### src/rtl/seq_pkg.sv
// Shared definitions for the serial pattern link: transmitter FSM encoding
// and the run-of-ones limit common to transmitter and detectors.
package seq_pkg;

  typedef enum logic [1:0] {
    ST_IDLE  = 2'b00,
    ST_SHIFT = 2'b01,
    ST_STUFF = 2'b10,
    ST_GAP   = 2'b11
  } tx_state_t;

  localparam int unsigned DEFAULT_RUN_MAX = 3;

endpackage

### src/rtl/serial_pattern_tx_stuff_ctrl.sv
// Ones-run tracker for the serial transmitter; requests a stuffed 0 once the
// bit currently on the line completes a run of RUN_MAX ones.
module stuff_ctrl import seq_pkg::*; #(
  parameter int unsigned RUN_MAX = DEFAULT_RUN_MAX
) (
  input  logic clk,
  input  logic reset,
  input  logic data_bit,
  input  logic valid,
  input  logic clear,
  input  logic enable,
  output logic stuff_req
);

  localparam int unsigned RW = $clog2(RUN_MAX + 1);

  // run counts the ones emitted before the bit currently on the line
  logic [RW-1:0] run;

  always_ff @(posedge clk or posedge reset) begin
    if (reset) begin
      run <= '0;
    end else if (clear) begin
      run <= '0;
    end else if (valid) begin
      if (!data_bit)
        run <= '0;
      else if (run != RW'(RUN_MAX))
        run <= run + RW'(1);
    end
  end

  assign stuff_req = enable && valid && data_bit && (run == RW'(RUN_MAX - 1));

endmodule

### src/rtl/serial_pattern_tx.sv
// MSB-first serial frame transmitter with optional zero-bit stuffing and a
// fixed idle gap after every frame.
module serial_pattern_tx import seq_pkg::*; #(
  parameter int unsigned WIDTH   = 16,
  parameter int unsigned LW      = 5,
  parameter int unsigned RUN_MAX = DEFAULT_RUN_MAX,
  parameter int unsigned GAP     = 2
) (
  input  logic             clk,
  input  logic             reset,
  input  logic             start,
  input  logic [WIDTH-1:0] data_in,
  input  logic [LW-1:0]    len_in,
  input  logic             stuff_en,
  output logic             ready,
  output logic             busy,
  output logic             w,
  output logic             w_valid,
  output logic             stuffed,
  output logic             done
);

  localparam int unsigned GW = (GAP > 1) ? $clog2(GAP) : 1;

  tx_state_t        state, state_nxt;
  logic [WIDTH-1:0] sr, sr_nxt;
  logic [LW-1:0]    rem, rem_nxt;
  logic [GW-1:0]    gap_cnt, gap_nxt;
  logic             stuff_en_r, stuff_en_nxt;
  logic             w_nxt, w_valid_nxt, stuffed_nxt, done_nxt;
  logic             accept, stuff_req;
  logic [LW-1:0]    len_c;
  logic [WIDTH-1:0] sr_load;

  assign ready  = (state == ST_IDLE);
  assign busy   = ~ready;
  assign accept = start && ready;

  assign len_c   = (len_in > LW'(WIDTH)) ? LW'(WIDTH) : len_in;
  // Left-align the len-bit field so the next bit out is always sr[WIDTH-1]
  assign sr_load = data_in << (LW'(WIDTH) - len_c);

  stuff_ctrl #(.RUN_MAX(RUN_MAX)) u_stuff_ctrl (
    .clk       (clk),
    .reset     (reset),
    .data_bit  (w),
    .valid     (state == ST_SHIFT),
    .clear     (accept || (state == ST_STUFF)),
    .enable    (stuff_en_r),
    .stuff_req (stuff_req)
  );

  always_comb begin
    state_nxt    = state;
    sr_nxt       = sr;
    rem_nxt      = rem;
    gap_nxt      = gap_cnt;
    stuff_en_nxt = stuff_en_r;
    w_nxt        = 1'b0;
    w_valid_nxt  = 1'b0;
    stuffed_nxt  = 1'b0;
    done_nxt     = 1'b0;

    case (state)
      ST_IDLE: begin
        if (start) begin
          stuff_en_nxt = stuff_en;
          if (len_c != '0) begin
            state_nxt   = ST_SHIFT;
            w_nxt       = sr_load[WIDTH-1];
            w_valid_nxt = 1'b1;
            sr_nxt      = sr_load << 1;
            rem_nxt     = len_c - LW'(1);
          end else begin
            state_nxt = ST_GAP;
            done_nxt  = 1'b1;
            gap_nxt   = GW'(GAP - 1);
          end
        end
      end
      ST_SHIFT, ST_STUFF: begin
        if (state == ST_SHIFT && stuff_req) begin
          state_nxt   = ST_STUFF;
          w_valid_nxt = 1'b1;
          stuffed_nxt = 1'b1;
        end else if (rem != '0) begin
          state_nxt   = ST_SHIFT;
          w_nxt       = sr[WIDTH-1];
          w_valid_nxt = 1'b1;
          sr_nxt      = sr << 1;
          rem_nxt     = rem - LW'(1);
        end else begin
          state_nxt = ST_GAP;
          done_nxt  = 1'b1;
          gap_nxt   = GW'(GAP - 1);
        end
      end
      ST_GAP: begin
        if (gap_cnt == '0)
          state_nxt = ST_IDLE;
        else
          gap_nxt = gap_cnt - GW'(1);
      end
    endcase
  end

  always_ff @(posedge clk or posedge reset) begin
    if (reset) begin
      state      <= ST_IDLE;
      sr         <= '0;
      rem        <= '0;
      gap_cnt    <= '0;
      stuff_en_r <= 1'b0;
      w          <= 1'b0;
      w_valid    <= 1'b0;
      stuffed    <= 1'b0;
      done       <= 1'b0;
    end else begin
      state      <= state_nxt;
      sr         <= sr_nxt;
      rem        <= rem_nxt;
      gap_cnt    <= gap_nxt;
      stuff_en_r <= stuff_en_nxt;
      w          <= w_nxt;
      w_valid    <= w_valid_nxt;
      stuffed    <= stuffed_nxt;
      done       <= done_nxt;
    end
  end

endmodule

### config.mk
export PLATFORM = sky130hd
export DESIGN_NAME = serial_pattern_tx
export DESIGN_NICKNAME = d
export VERILOG_FILES = /design/src/rtl/seq_pkg.sv /design/src/rtl/serial_pattern_tx_stuff_ctrl.sv /design/src/rtl/serial_pattern_tx.sv
export SDC_FILE = /design/constraint.sdc
export NUM_CORES = 1
export LEC_CHECK = 0
export CORE_ASPECT_RATIO = 1.5
export CORE_MARGIN = 5
export CORE_UTILIZATION = 62
export CTS_BUF_LIST = sky130_fd_sc_hd__clkbuf_4 sky130_fd_sc_hd__clkbuf_8
export DETAILED_ROUTE_END_ITERATION = 8
export PLACE_DENSITY_LB_ADDON = 0.15
export SLEW_MARGIN = 15
export SYNTH_ARGS = -nofsm -noshare
export SYNTH_HDL_FRONTEND = slang
export SYNTH_SLANG_ARGS = --single-unit
### constraint.sdc
create_clock -name clk -period 6.3 [get_ports clk]
set_input_delay 1.26 -clock clk [delete_from_list [all_inputs] [get_ports clk]]
set_output_delay 1.26 -clock clk [all_outputs]
set_load 0.1 [all_outputs]
==> impl_metrics.json <==
{
  "status": "finished clean",
  "grt_usage": 0.254,
  "avgRoutedWirePerCell_um": 18.1,
  "routed_wl_mm": 6.31,
  "setup_viol": 0,
  "clkTransAtPathRegs_ps": 70,
  "clock_sinks": 30,
  "hpwl_mm": 4.76,
  "num_vias": 2267,
  "die_w_um": 62.1,
  "clk_latency_ps": 290,
  "final_nets": 338,
  "synth-async-reset-ratio": 1.00,
  "port_buffers": 30,
  "yosysWarnings": 0,
  "finalWeightedCongestion": 0.934,
  "period_minus_slack_ps": 4920,
  "maxUsedRoutingLayer": "met4",
  "syn-num-nets": 315,
  "grt_start_max_net_pins": 35,
  "fillers": 306,
  "synth_area_leaders": "dfrtp_1 30%, mux2i_1 9.1%, ha_1 5.0%",
  "powerDensity_mw_per_mm2": 443,
  "yosysSeqAreaShare": 0.298,
  "synth_edf_count": 0,
  "synthCells": 280,
  "core_area_sq_mm": 0.00396,
  "cts_hold_buf": 0,
  "slew_violations": 0,
  "worst_ep_required_time_ps": 6470,
  "path_max_fanout": 24,
  "ctsResizeCount": 0,
  "pin_count": 31,
  "relSlewSlack": 0.307,
  "path_cells": "clkdlybuf4s50_1 > nor2b_1 > buf_4 > inv_1 > ha_1 > and3_1 > ha_1 > nand3b_1 > o21ai_2 > a21boi_2 > mux2_2",
  "pre_cts_slack_ps": 1160,
  "path_class": "in2reg",
  "synth.distinct_cells": 58,
  "synth-main-ff-cell": "dfrtp_1",
  "skew_ps": 8.40,
  "grt_pass1_wl_mm": 10.4,
  "irDropWorstVdd_mv": 0.565,
  "post_cts_buffers": 0,
  "met1_length_mm": 2.38,
  "cts_tree": "built",
  "die-area_sq_mm": 0.00547,
  "numCtsBuffers": 5,
  "grt_pass1_vias": 2228,
  "setup_tns_ps": 0,
  "drc": 0,
  "rsz0062_at_grt": "false",
  "met2_length_mm": 3.27,
  "p_leak_nw": 1.25,
  "endpoint_kind": "flop",
  "grt.overflow.total": 0,
  "synth_area_sq_mm": 0.00252,
  "min_path_type": "reg2reg",
  "die_h_um": 88.1,
  "fmax_mhz": 203,
  "layoutNonFillerInstCount": 349,
  "hold_violations": 0,
  "critPathLaunchType": "input port",
  "dr.first_iter.drc_count": 123,
  "via_per_inst": 6.50,
  "initial_core_util": 0.637,
  "cpPeakStageDelay_ps": 860,
  "cpMaxStageDelayCell": "a21boi_2",
  "insertedDiodeCount": 0,
  "drive_above_1_share": 0.109,
  "worstMarginPinSlew_ps": 1030,
  "arrival_ps": 5080,
  "synth_top_cell_area_share": 0.298,
  "synth-seq-cells": 30,
  "rows": 28,
  "postSynthAreaPerCell_sq_um": 9.01,
  "wl_met3_um": 322,
  "dp_cells": 341,
  "r2r_setup_slack_ps": 2720,
  "setup_ws_ps": 1380,
  "synth_top_area_cell": "dfrtp_1",
  "area_growth_pct": 16.3,
  "period_share": 0.780,
  "crit_path_frequent_cell": "ha_1",
  "ctsLongestPathBuffers": 2,
  "cts_max_level": 2,
  "maxCapViolCount": 0,
  "drt-pass1-iter-count": 4,
  "drtAntennaViolNets": 0,
  "ctsRootBufferMaster": "clkbuf_8",
  "antenna_found_initial": 0
}
==> state kept, by name (all words and copies together) (netlist names) <==
register,count
gap_cnt,1
state,2
done,1
stuffed,1
u_stuff_ctrl.run,2
w_valid,1
sr,15
stuff_en_r,1
rem,5
w,1
==> final timing paths <==
check                                           from            endpoint  depth (start not counted)
worst max-delay path                       len_in[0]  rem[0]$_DFFE_PP0P_                         11
worst min-delay path               sr[8]$_DFFE_PP0P_   sr[8]$_DFFE_PP0P_                          2
worst max register to register  state[0]$_DFFE_PP0P_  rem[0]$_DFFE_PP0P_                          6
worst min register to register     sr[8]$_DFFE_PP0P_   sr[8]$_DFFE_PP0P_                          2
max in group asynchronous                      reset  sr[15]$_DFFE_PP0P_                          3
min in group asynchronous                      reset   sr[3]$_DFFE_PP0P_                          3
==> layout by cell type (no fill, tap or decap), types with 9 or more instances in the layout <==
| cell | n |
|---|---|
| nand2_1 | 31 |
| dfrtp_1 | 30 |
| clkdlybuf4s50_1 | 30 |
| inv_1 | 9 |
| nand3_1 | 9 |
| nor2_1 | 33 |
| mux2i_1 | 23 |
| a21oi_1 | 14 |
| ha_1 | 10 |
| o21ai_0 | 13 |
==> layer usage <==
layer / GRT usage / vias up
met3: 0.0251 / 21
met2: 0.437 / 92
li1: - / 1083
met5: 0 / -
met4: 0.149 / 0
met1: 0.291 / 1071
==> cells in the mapped netlist, drive strengths merged, types with 5 or more instances <==
library cell / instances
a211oi: 5
and3: 6
mux2i: 23
nand2b: 6
o21ai: 15
mux4: 6
ha: 10
clkbuf: 5
buf: 11
inv: 9
a21oi: 14
dfrtp: 30
nor2b: 5
nor2: 33
a221oi: 9
mux2: 5
nand2: 31
nand3: 10
==> worst max-delay path, delay by kind of cell <==
| kind | cells | cell delay [ps] |
|---|---|---|
| simple gates | 3 | 700 |
| buf+inv | 3 | 960 |
| fa+ha+maj | 2 | 680 |
| compound gates | 2 | 1060 |
| mux | 1 | 410 |
==> cells by family (layout without fill, tap and decap cells) <==
kind of cell	after synthesis	in the layout	synth area share
AND/OR/NAND/NOR	104	104	0.204
adder cells (fa/ha/maj)	10	10	0.0496
flip-flops	30	30	0.298
multiplexers	34	34	0.170
buffers and inverters	25	49	0.0541
AO/OA/AOI/OAI	72	72	0.204
XOR/XNOR	5	5	0.0203
==> area by class of cell <==
cell class | count | area (sq um) | share of cell area
flip-flops and latches | 30 | 751 | 0.256
multi-input cells | 225 | 1640 | 0.557
clock inverters | 2 | 60.1 | 0.0205
repair buffers | 32 | 315 | 0.107
inverters | 9 | 33.8 | 0.0115
well taps | 45 | 56.3 | 0.0192
clock buffers | 6 | 82.6 | 0.0281
==> report_power, final <==
part           leakage (nW)  switching [mW]  total (mW)  internal, mW
sequential            0.360          0.0645       0.349         0.285
combinational         0.817           0.437       0.705         0.267
clock                0.0714          0.0772       0.246         0.169
total                  1.25           0.579        1.30         0.721
==> metrics by stage <==
stage,hold WS (ps),total power [mW],util,instance area (sq um)
after global placement,474,1.03,0.705,2790
after CTS,509,1.30,0.741,2930
final,513,1.30,0.741,2930
after floorplan,461,0.905,-,2520
after global routing,557,1.40,0.741,2930
after detailed placement,494,1.05,0.705,2790
No activity file was read; power rests on OpenSTA's default activity.
==> patch 1, RTL diff (config.mk and constraints unchanged) <==
Reset style: synchronous (`reset`), changed in 2 clocked blocks.
--- a/src/rtl/serial_pattern_tx_stuff_ctrl.sv
+++ b/src/rtl/serial_pattern_tx_stuff_ctrl.sv
@@ -17,7 +17,7 @@
   // run counts the ones emitted before the bit currently on the line
   logic [RW-1:0] run;
 
-  always_ff @(posedge clk or posedge reset) begin
+  always_ff @(posedge clk) begin
     if (reset) begin
       run <= '0;
     end else if (clear) begin
--- a/src/rtl/serial_pattern_tx.sv
+++ b/src/rtl/serial_pattern_tx.sv
@@ -104,7 +104,7 @@
     endcase
   end
 
-  always_ff @(posedge clk or posedge reset) begin
+  always_ff @(posedge clk) begin
     if (reset) begin
       state      <= ST_IDLE;
       sr         <= '0;
Check against the original RTL: differs if reset is asserted again (counterexample within 4 cycles, from zero or initial values and one cycle with reset high); with reset held inactive, the same outputs for 10 cycles.
==> patch 1 against the unedited design <==
- cell area down 7.2%
- setup slack improved by 0.25 ns
- area after synthesis fell by 7.5%
- combinational power rose by 2%
- sequential cell count stayed put
- via count fell by 3.6%
- non-clock buffer count up 1
- hold slack worse by 0.049 ns
- critical path depth is 1 higher
- wire length is 9.0% lower
- clock skew is 0.0041 ns lower
- power down 11%
- register-to-register slack better by 0.57 ns
- largest power group unchanged
==> patch 1: results (changes against the unedited design) <==
global-route wire length before repair: 9930 um (-4.3%)
clock buffer depth: 2 (unchanged)
Unique masters post-synth: 50 (-14%)
switch share: 49.7% (+5.2 points)
Slowest-stage cell, CP: or4_1
DP Wirelength: 4490 um (-5.8%)
FF-to-FF End: rem[4]
Synth Flop Type: dfxtp_1
Hold Path Origin: sr[1]
fin nets: 330 (-2.4%)
Leakage Power: 1.07 nW (-14%)
gr usage total: 24.9% (-0.45 points)
sequential power: 276 uW (-21%)
CP Max Fanout: 16 (-33%)
number of global-route vias before repair: 2216 (-0.54%)
Flop pwr share: 23.8% (-3.1 points)
sequential area share after synthesis: 25.8% (-4.0 points)
routed wire length: 5740 um (-9.0%)
largest stage delay on the critical path: 0.59 ns (-0.27 ns)
Synth Instances: 271 (-3.2%)
Hold Slack: 0.463 ns (-0.0492 ns)
outcome: completed
worst reg2reg path depth: 6 (unchanged)
Top delay family on crit path: compound AO/OA/AOI/OAI gates
Worst Hold Depth: 2 (unchanged)
Critical R2R Launch: state[0]
initial antenna violation count: 0 (unchanged)
measured slew at the worst slew-check pin: 1.04 ns (+0.00790 ns)
crit path from: len_in[4]
CTS root buf: clkbuf_8
critical path arrival: 4.88 ns (-0.20 ns)
Avg WL per Cell: 16.9 um (-6.3%)
final worst path period need: 4.66 ns (-0.253 ns)
Max VDD drop: 0.000378 V (-33%)
RePlAce Congestion: 0.938 (+0.43%)
top area cells in the synthesized netlist: dfxtp_1 26%, mux2i_1 12%, ha_1 5.4%, nor2_1 5.0%, mux2_2 4.3%
Place WS: 1.36 ns (+0.197 ns)
placed instance area: 2630 um2 (-5.9%)
ys async rst share: 0% (-100 points)
met2 usage: 44.5% (+0.81 points)
share of cells above drive strength 1: 10.8% (-0.044 points)
Post-CTS Setup Inserts: 0 (unchanged)
Commonest cells post-synth: 31 x nor2_1, 30 x dfxtp_1, 28 x mux2i_1
logic gate share of total power: 62.1% (+7.9 points)
synthesized net count: 306 (-2.9%)
R2R setup slack: 3.29 ns (+0.57 ns)
vias per inst: 6.45 (-0.73%)
largest net degree at the start of global routing: 27 (-23%)
GR Layer Usage met3: 4.41% (+1.9 points)
Detailed Route Iter0 Violations: 91 (-26%)
hold endpoint: sr[1]
Setup Skew: 0.00431 ns (-0.00409 ns)
met1 global-route usage: 25.6% (-3.5 points)
biggest regs: sr x15, rem x5
==> patch 1: changes by cell type after synthesis, sizes merged, moves of 5 or more <==
cell,before,now
dfrtp,30,0
dfxtp,0,30
mux2,5,10
mux2i,23,28
nand2,31,15
nand3,10,2
nor3,3,14
nor4,0,5
==> patch 1: kinds of logic (layout without fill, tap and decap cells) <==
| kind of cell | after synthesis | after routing | share of synthesized area (%) |
|---|---|---|---|
| AND/OR/NAND/NOR | 92 | 92 | 19.9 |
| flip-flops | 30 | 30 | 25.8 |
| XOR/XNOR | 3 | 3 | 1.77 |
| AO/OA/AOI/OAI | 65 | 65 | 18.8 |
| adder cells (fa/ha/maj) | 10 | 10 | 5.36 |
| buffers and inverters | 27 | 52 | 5.31 |
| multiplexers | 44 | 44 | 23.1 |
==> patch 1: worst max-delay path by stage <==
| stage | end | slack (ns) | cells after the start |
|---|---|---|---|
| after floorplan | rem[4] | 2.55 | 11 |
| after global placement | rem[4] | 1.46 | 12 |
| after detailed placement | rem[4] | 1.36 | 12 |
| after CTS | rem[4] | 1.63 | 12 |
| after global routing | rem[4] | 1.33 | 12 |
| final | rem[4] | 1.64 | 12 |
==> patch 1: metal layers <==
metal / up-vias / wire length [um]
met5: - / 0
met4: 0 / 295
met3: 28 / 229
met2: 65 / 3030
met1: 1031 / 2180
li1: 1062 / -
==> patch 1: layout make-up <==
class	count	area, um2
clock buffer	6	82.6
clock inverter	2	12.5
fill	282	927
inverter	11	41.3
multi-input combinational	214	1610
sequential	30	601
tap	43	53.8
timing repair buffer	33	323
==> patch 1: worst reg2reg max path, stage by stage (launching register included) <==
cell	delay (ns)
dfxtp_1	0.41
inv_1	0.09
ha_1	0.74
inv_1	0.40
o21ai_1	0.91
o21ai_0	0.21
a31oi_1	0.19
==> patch 2, RTL diff (config.mk and constraints unchanged) <==
Without the edit above. Change the parameter `WIDTH` from 16 to 18.
--- a/src/rtl/serial_pattern_tx.sv
+++ b/src/rtl/serial_pattern_tx.sv
@@ -1,7 +1,7 @@
 // MSB-first serial frame transmitter with optional zero-bit stuffing and a
 // fixed idle gap after every frame.
 module serial_pattern_tx import seq_pkg::*; #(
-  parameter int unsigned WIDTH   = 16,
+  parameter int unsigned WIDTH   = 18,
   parameter int unsigned LW      = 5,
   parameter int unsigned RUN_MAX = DEFAULT_RUN_MAX,
   parameter int unsigned GAP     = 2
Ports: changed (resized data_in); port bits go from 31 to 33. No check against the original RTL was run, so the function may have changed too.
==> patch 2 against the unedited design <==
- final cell count up 0.86%
- setup slack better by 0.43 ns
- hold slack worse by 0.029 ns
- first-iteration DRC count up 6.5%
- wire length down 2.8%
- count of clock-buffer cells in the layout unchanged
- sequential cell count up 2
- clock skew down 0.0035 ns
- fmax up 9.6%
- power up 15%
- area after synthesis up 2.9%
- cell area up 2.9%
- critical endpoint is now rem[3]
==> patch 2: results (changes against the unedited design) <==
outcome: completed
Filler cells: 305 (-0.33%)
Post-CTS Setup Inserts: 0 (unchanged)
top area cells in the synthesized netlist: dfrtp_1 31%, mux4_2 13%, a21oi_1 5.2%, nand2_1 5.2%, ha_1 4.3%
Unique masters post-synth: 48 (-17%)
FF-to-FF End: rem[4]
M1 WL: 2350 um (-1.5%)
total CTS buffers: 5 (unchanged)
vias per inst: 6.59 (+1.5%)
share of cells above drive strength 1: 13.0% (+2.2 points)
Hold Path Origin: sr[1]
later-pin clock latency in the skew report: 0.28 ns
RePlAce Congestion: 0.872 (-6.6%)
biggest regs: sr x17, rem x5
final hold violation count: 0 (unchanged)
hold endpoint: sr[1]
Worst-path clk slew: 0.07 ns (about the same)
crit path from: len_in[4]
Hold Slack: 0.484 ns (-0.0289 ns)
clock buffer depth: 2 (unchanged)
Avg WL per Cell: 17.4 um (-3.7%)
highest metal layer with signal wires: met4
number of global-route vias before repair: 2233 (+0.22%)
largest net degree at the start of global routing: 33 (-5.7%)
met1 global-route usage: 26.4% (-2.7 points)
hold crit path type: reg2reg
Synth Flop Type: dfrtp_1
drt pass-1 iters: 4 (unchanged)
Setup Skew: 0.00490 ns (-0.00350 ns)
gr usage total: 23.1% (-2.2 points)
Commonest cells post-synth: 36 x nand2_1, 32 x dfrtp_1, 27 x a21oi_1
global-route wire length before repair: 10300 um (-0.53%)
CTS root buf: clkbuf_8
Detailed Route Iter0 Violations: 131 (+6.5%)
NetSw: 705 uW (+22%)
Met3 Routed Length: 350 um (+8.7%)
post-cts sizing count: 0 (unchanged)
synthesized net count: 317 (+0.63%)
Max VDD drop: 0.000528 V (-6.5%)
GR Layer Usage met3: 3.27% (+0.76 points)
buffers added on ports: 32 (+6.7%)
sequential area share after synthesis: 30.9% (+1.1 points)
synth warn: 0 (unchanged)
DP Wirelength: 4690 um (-1.6%)
met2 wire length: 3220 um (-1.7%)
slew margin rel.: 26.1% (-4.6 points)
number of diodes: 0 (unchanged)
CP Max Fanout: 29 (+21%)
Worst Hold Depth: 2 (unchanged)
largest stage delay on the critical path: 0.73 ns (-0.13 ns)
met2 usage: 42.4% (-1.3 points)
Slowest-stage cell, CP: clkdlybuf4s50_1
fin nets: 342 (+1.2%)
# H-tree levels: 2 (unchanged)
worst reg2reg path depth: 9 (+3)
critical path arrival: 4.65 ns (-0.43 ns)
R2R setup slack: 3.05 ns (+0.33 ns)
initial antenna violation count: 0 (unchanged)
Leakage Power: 1.27 nW (+1.4%)
## patch 2: cell type report
cell class / count / area share, %
clock inverter: 2 / 1.16
sequential: 32 / 26.5
timing repair buffer: 37 / 11.8
multi-input combinational: 220 / 54.8
tap: 45 / 1.86
clock buffer: 6 / 2.53
inverter: 10 / 1.24
## patch 2: stage by stage
step | setup slack (ns) | instance area (um2) | util (%) | cells
final | 1.81 | 3020 | 75.6 | 352
after floorplan | 2.34 | 2590 | - | 281
after detailed placement | 1.58 | 2910 | 72.8 | 344
after global routing | 1.61 | 3020 | 75.6 | 352
after global placement | 1.69 | 2910 | 72.8 | 344
after CTS | 1.87 | 3020 | 75.6 | 352
## patch 2: worst max-delay path, delay by kind of cell
| family | cells | cell delay (ns) |
|---|---|---|
| AOI/OAI and AO/OA | 3 | 0.59 |
| adders and majority gates | 1 | 0.13 |
| buffers and inverters | 4 | 1.34 |
| muxes | 1 | 0.06 |
| and+or+nand+nor | 4 | 1.26 |
## patch 2: power by group through the flow
stage               Sequential [mW]  Clock (mW)  Combinational [mW]
finish                        0.375       0.196               0.926
floorplan                     0.411           0               0.684
CTS                           0.375       0.199               0.920
detailed placement            0.378           0               0.917
global route                  0.386       0.207                1.03
global placement              0.375           0               0.895
## patch 2: worst max-delay path by stage
| stage | cells past startpoint | to |
|---|---|---|
| floorplan | 12 | sr[17] |
| global placement | 13 | rem[3] |
| detailed placement | 13 | rem[3] |
| CTS | 13 | rem[3] |
| global route | 13 | rem[3] |
| finish | 13 | rem[3] |
## patch 2: logic make-up after synthesis
kind of cell               after synthesis  synth area share, %
muxes                                   33                 20.3
and+or+nand+nor                         91                 16.1
buffers and inverters                   29                 5.30
adders and majority gates                9                 4.34
DFF                                     32                 30.9
AOI/OAI and AO/OA                       81                 21.1
xor gates and xnor gates                 6                 2.03
